File: src/rtl/pc_next_gen_pkg.sv
// Shared definitions for the PC sequencer: state encoding and fetch geometry.
package pc_next_gen_pkg;

  localparam int XLEN_DEFAULT = 32;
  localparam int INSN_BYTES   = 4;

  typedef enum logic [2:0] {
    BOOT,
    RUN,
    BUBBLE,
    HALT,
    ERR
  } state_t;

endpackage

File: src/rtl/pc_next_gen_if.sv
// Fetch-request, redirect and status bundle between the PC sequencer and the front end.
interface pc_next_gen_if
  import pc_next_gen_pkg::*;
#(
  parameter int XLEN = XLEN_DEFAULT
) ();

  logic            req_valid;
  logic            req_ready;
  logic [XLEN-1:0] req_pc;
  logic [XLEN-1:0] req_pc4;
  logic            stall;
  logic            redirect_valid;
  logic [XLEN-1:0] redirect_pc;
  logic            halt;
  logic            misaligned;
  logic [31:0]     fetch_count;

  modport master (
    output req_valid, req_pc, req_pc4, misaligned, fetch_count,
    input  req_ready, stall, redirect_valid, redirect_pc, halt
  );

  modport slave (
    input  req_valid, req_pc, req_pc4, misaligned, fetch_count,
    output req_ready, stall, redirect_valid, redirect_pc, halt
  );

endinterface

File: src/rtl/pc_next_gen.sv
// Next-PC generator: issues sequential fetch requests, honours redirects,
// halts and backpressure, and flags misaligned redirect targets.
module pc_next_gen
  import pc_next_gen_pkg::*;
#(
  parameter int              XLEN         = XLEN_DEFAULT,
  parameter logic [XLEN-1:0] RESET_VECTOR = '0
) (
  input  logic           clock,
  input  logic           reset,
  pc_next_gen_if.master  io
);

  state_t          state_q, state_d;
  logic [XLEN-1:0] pc_q, pc_d;
  logic [XLEN-1:0] pc4;
  logic            mis_q, mis_d;
  logic [31:0]     count_q, count_d;
  logic            fire;

  assign pc4            = pc_q + XLEN'(INSN_BYTES);
  assign fire           = (state_q == RUN) & io.req_ready & ~io.stall;
  assign io.req_valid   = (state_q == RUN);
  assign io.req_pc      = pc_q;
  assign io.req_pc4     = pc4;
  assign io.misaligned  = mis_q;
  assign io.fetch_count = count_q;

  always_ff @(posedge clock or negedge reset) begin
    if (!reset) begin
      state_q <= BOOT;
      pc_q    <= RESET_VECTOR;
      mis_q   <= 1'b0;
      count_q <= '0;
    end else begin
      state_q <= state_d;
      pc_q    <= pc_d;
      mis_q   <= mis_d;
      count_q <= count_d;
    end
  end

  // A fire is counted even when a redirect in the same cycle overrides the PC.
  always_comb begin
    state_d = state_q;
    pc_d    = pc_q;
    mis_d   = mis_q;
    count_d = count_q;
    if (fire) count_d = count_q + 32'd1;

    if (state_q == BOOT) begin
      state_d = RUN;
    end else if (io.redirect_valid) begin
      pc_d = io.redirect_pc;
      if (io.redirect_pc[1:0] == 2'b00) begin
        state_d = BUBBLE;
        mis_d   = 1'b0;
      end else begin
        state_d = ERR;
        mis_d   = 1'b1;
      end
    end else begin
      case (state_q)
        RUN: begin
          if (fire)    pc_d    = pc4;
          if (io.halt) state_d = HALT;
        end
        BUBBLE:  state_d = io.halt ? HALT : RUN;
        HALT:    if (!io.halt) state_d = RUN;
        default: state_d = state_q;
      endcase
    end
  end

endmodule

File: src/flat_wrapper.sv
// flat-port wrapper written by rule: the top's interface ports become plain ports
module pc_next_gen_flat import pc_next_gen_pkg::*;
#(
  parameter int              XLEN         = XLEN_DEFAULT,
  parameter logic [XLEN-1:0] RESET_VECTOR = '0
)
  (clock, reset, io_req_valid, io_req_pc, io_req_pc4, io_misaligned, io_fetch_count, io_req_ready, io_stall, io_redirect_valid, io_redirect_pc, io_halt);
  pc_next_gen_if #(.XLEN(XLEN)) io_i ();
  input  logic clock;
  input  logic reset;
  output wire logic [$bits(io_i.req_valid)-1:0] io_req_valid;
  output wire logic [$bits(io_i.req_pc)-1:0] io_req_pc;
  output wire logic [$bits(io_i.req_pc4)-1:0] io_req_pc4;
  output wire logic [$bits(io_i.misaligned)-1:0] io_misaligned;
  output wire logic [$bits(io_i.fetch_count)-1:0] io_fetch_count;
  input wire logic [$bits(io_i.req_ready)-1:0] io_req_ready;
  input wire logic [$bits(io_i.stall)-1:0] io_stall;
  input wire logic [$bits(io_i.redirect_valid)-1:0] io_redirect_valid;
  input wire logic [$bits(io_i.redirect_pc)-1:0] io_redirect_pc;
  input wire logic [$bits(io_i.halt)-1:0] io_halt;
  assign io_req_valid = io_i.req_valid;
  assign io_req_pc = io_i.req_pc;
  assign io_req_pc4 = io_i.req_pc4;
  assign io_misaligned = io_i.misaligned;
  assign io_fetch_count = io_i.fetch_count;
  assign io_i.req_ready = io_req_ready;
  assign io_i.stall = io_stall;
  assign io_i.redirect_valid = io_redirect_valid;
  assign io_i.redirect_pc = io_redirect_pc;
  assign io_i.halt = io_halt;
  pc_next_gen #(.XLEN(XLEN), .RESET_VECTOR(RESET_VECTOR)) u_core (.clock(clock), .reset(reset), .io(io_i));
endmodule
File: config.mk
export PLATFORM = sky130hd
export DESIGN_NAME = pc_next_gen_flat
export DESIGN_NICKNAME = d
export VERILOG_FILES = /design/src/rtl/pc_next_gen_pkg.sv /design/src/rtl/pc_next_gen_if.sv /design/src/rtl/pc_next_gen.sv /design/src/flat_wrapper.sv
export SDC_FILE = /design/constraint.sdc
export NUM_CORES = 1
export LEC_CHECK = 0
export BUFFER_PORTS_ARGS = -buffer_cell sky130_fd_sc_hd__buf_2
export CAP_MARGIN = 20
export CORE_MARGIN = 8
export CORE_UTILIZATION = 51
export DETAILED_ROUTE_END_ITERATION = 8
export GPL_TIMING_DRIVEN = 0
export PLACE_DENSITY = 0.81
export SYNTH_ARGS = -nofsm -noshare
export SYNTH_HDL_FRONTEND = slang
export SYNTH_SLANG_ARGS = --single-unit
File: constraint.sdc
create_clock -name clock -period 2.3 [get_ports clock]
set_clock_uncertainty 0.05 [all_clocks]
set_input_delay 0.115 -clock clock [delete_from_list [all_inputs] [get_ports clock]]
set_output_delay 0.115 -clock clock [all_outputs]
set_load 0.1 [all_outputs]
==> results by group <==
Placed design
  • Worst slack, placed: -0.342 ns
  • Inst Count DP: 683
  • Final HPWL from detailed placement: 9590 um
  • Routability congestion estimate: 0.875
  • PortBufs: 134

STA
  • Slew Limit Fails: 0
  • Period utilization: 116%
  • Final Hold Vio Count: 0
  • Tmin final: 2.67 ns
  • Relative slew slack: 39.8%
  • Max Fclk: 374 MHz
  • Setup violators final: 26
  • Slew @ Worst Pin: 0.904 ns
  • PnR worst setup slack: -0.374 ns
  • RSZ-0062 raised after global routing: true

Layout
  • Antenna diode count: 0
  • Register area: 1800 um2
  • Area grow syn2layout: 69.3%
  • Final nets: 695
  • Final non-filler cell total: 761
  • Fillers: 341
  • Core Util, Final: 88.2%
  • Fraction of layout cells with a size suffix above 1: 51.1%
  • Multi-input logic area: 2960 um2

Floorplan
  • Full die area: 10900 um2
  • DIE HEIGHT: 105 um
  • Core ar.: 7690 um2
  • Row Count: 32
  • Starting Density: 52.1%
  • I/O pin cnt: 136
  • Die Width: 105 um

Logic synthesis
  • Post-synth cell types: 52
  • Ys async rst share: 100%
  • Most used DFF post-synth: dfrtp_1
  • Post-synthesis area per instance: 8.96 um2
  • Post-Synthesis Cells: 447
  • Seq/Total Area, Yosys: 42.5%
  • Synth Net Count: 487
  • EDFF count, synth: 0
  • Synthesized area: 4010 um2
  • Synth Register Bits: 68
  • Ys Warns: 0

GRT
  • Vias in the first global route: 4746
  • Initial antenna violation count: 0
  • Largest net degree at the start of global routing: 69
  • GRT Overall Usage: 26.9%
  • Grt ovf: 0
  • First-pass GRT wire length: 24100 um

Route
  • DRC: 0
  • Pre-antenna DRT Iters: 8
  • Antenna-violating nets left: 0
  • Drt initial violations: 515
  • Detailed-route via count: 4986
  • Post-Route WL: 17900 um
  • Via density: 6.55
  • DR WL/cell: 23.6 um

Clocking
  • CTS root buffer: clkbuf_8
  • Sink Count: 68
  • CTS clk-pin slew, worst paths: 0.09 ns
  • Clock Latency Late Sink: 0.36 ns
  • Clock Path Buffers: 2
  • CTS tree: yes
  • Htree depth: 3
  • TritonCTS buffer count: 9

Worst hold path
  • Hold_sp: io_redirect_pc[16]
  • Worst min-delay path class: in -> reg

Power and ir drop
  • Leakage: 3.13 nW
  • Maximum vdd drop: 1.11 mV
  • Power per cell area: 1310 nW/um2
  • Total power: 0.00890 W

Worst setup path
  • Highest cell delay on the worst timing path: 0.51 ns
  • Worst path slowest cell: or4_4
  • Worst endpoint data arrival time: 2.51 ns
  • Critical path type: reg -> out
  • CP Capture Type: primary output
  • Crit path from: u_core.io.req_pc[2]
  • CP required: 2.13 ns
  • Reg2reg start: u_core.state_q[2]
  • CP Max Fanout: 4
  • Worst Setup Start Kind: flop
  • Crit-path cells: and4_1 -> buf_6 -> nand2_8 -> or4_4 -> or3_4 -> xnor2_4 -> buf_12

Outcome
  • Failing checks: setup timing
  • Status: finished, violations left

Job
  • Max-Cap Viols: 0
[cells in the mapped netlist, types with 7 or more instances]
| library cell | instances | area share [%] |
|---|---|---|
| nand3_1 | 25 | 3.1 |
| inv_1 | 7 | 0.66 |
| nor3_1 | 20 | 2.5 |
| and3_1 | 14 | 2.2 |
| xnor2_1 | 28 | 6.1 |
| clkbuf_1 | 18 | 1.7 |
| a21oi_1 | 20 | 2.5 |
| o21ai_0 | 23 | 2.9 |
| and4_1 | 7 | 1.5 |
| dfrtp_1 | 68 | 42 |
| nand2_1 | 48 | 4.5 |
| nor4_1 | 7 | 1.1 |
| nand4_1 | 15 | 2.3 |
| xor2_1 | 31 | 6.8 |
| nor2_1 | 34 | 3.2 |
| a31oi_1 | 7 | 1.1 |
[per-layer routing]
layer	up-vias	part of all wire [%]	global-route usage, %
met2	496	46	45.3
met5	-	0	0
li1	2013	-	-
met1	2310	33	30.2
met4	0	7.3	13.7
met3	167	13	8.60
[sequential cells by signal, indices dropped and copies added, names as in the netlist]
name and flops:
u_core.io.fetch_count 32, u_core.io.req_pc 32, u_core.io.misaligned 1, u_core.state_q 3
[cell usage in the layout (no fill, tap or decap), types with 11 or more instances in the layout]
cell type  instances
a21oi_1           20
and3_1            11
buf_12            16
buf_2            111
buf_4             63
dfrtp_1           38
dfrtp_4           23
nand2_1           44
nand3_1           19
nand4_1           15
nor2_1            24
nor3_1            11
o21ai_0           21
xnor2_1           21
xor2_4            18
[cell families (layout without fill, tap and decap cells)]
group | Yosys count | in the layout | synth area share (%)
adders and majority gates | 2 | 2 | 0.625
buffers and inverters | 38 | 250 | 4.06
DFF | 68 | 68 | 42.5
xor gates and xnor gates | 59 | 59 | 12.9
and+or+nand+nor | 191 | 191 | 25.3
muxes | 6 | 6 | 1.56
AOI/OAI and AO/OA | 83 | 83 | 13.1
[through the flow]
stage | setup TNS [ns] | cell area (um2) | hold WS [ns]
2_1_floorplan | -10.84 | 4810 | -0.231
3_3_place_gp | -2.53 | 5610 | 0.315
3_5_place_dp | -2.86 | 5610 | 0.235
4_1_cts | -2.30 | 6470 | 0.00219
5_1_grt | -4.49 | 6780 | 0.0132
6_report | -3.64 | 6780 | 0.0131
[worst max-delay path, delay by kind of cell, from the launching register on]
kind          cells  cell delay (ns)
xor+xnor          1             0.17
buf+inv           2             0.34
flops             1             0.45
simple gates      4             1.18
[where the power goes]
group / total (W) / internal, W / switching, W
logic: 0.00591 / 0.00145 / 0.00446
clock network: 0.00113 / 0.000607 / 0.000521
registers: 0.00187 / 0.00151 / 0.000352
total: 0.00890 / 0.00357 / 0.00533
[area by class of cell]
cell class              count  share of cell area (%)
clock inverters             6                    1.33
repair buffers            202                    22.2
multi-input cells         341                    43.7
well taps                 102                    1.88
plain buffers              25                    2.14
flip-flops and latches     68                    26.5
clock buffers               9                    1.83
inverters                   8                   0.443
[what timing repair did]
action / CTS / global route
resized for setup: 80 / 46
pin swaps: 23 / 20
endpoints found under the setup margin: 30 / 33
setup buffers: 41 / 22
endpoints found under the hold margin: 74 / 0
hold buffers: 6 / 0
[path summary, 6_finish.rpt]
path / endpoint / slack [ns] / cells past startpoint
max: io_req_pc4[29] / -0.37 / 7
min: u_core.io.req_pc[16] / 0.01 / 3
max reg2reg: u_core.io.req_pc[15] / -0.14 / 6
min reg2reg: u_core.io.fetch_count[31] / 0.43 / 1
max in group asynchronous: u_core.io.req_pc[26] / 1.12 / 2
min in group asynchronous: u_core.io.req_pc[12] / 0.36 / 2
Power figures use the tool's default switching activity.
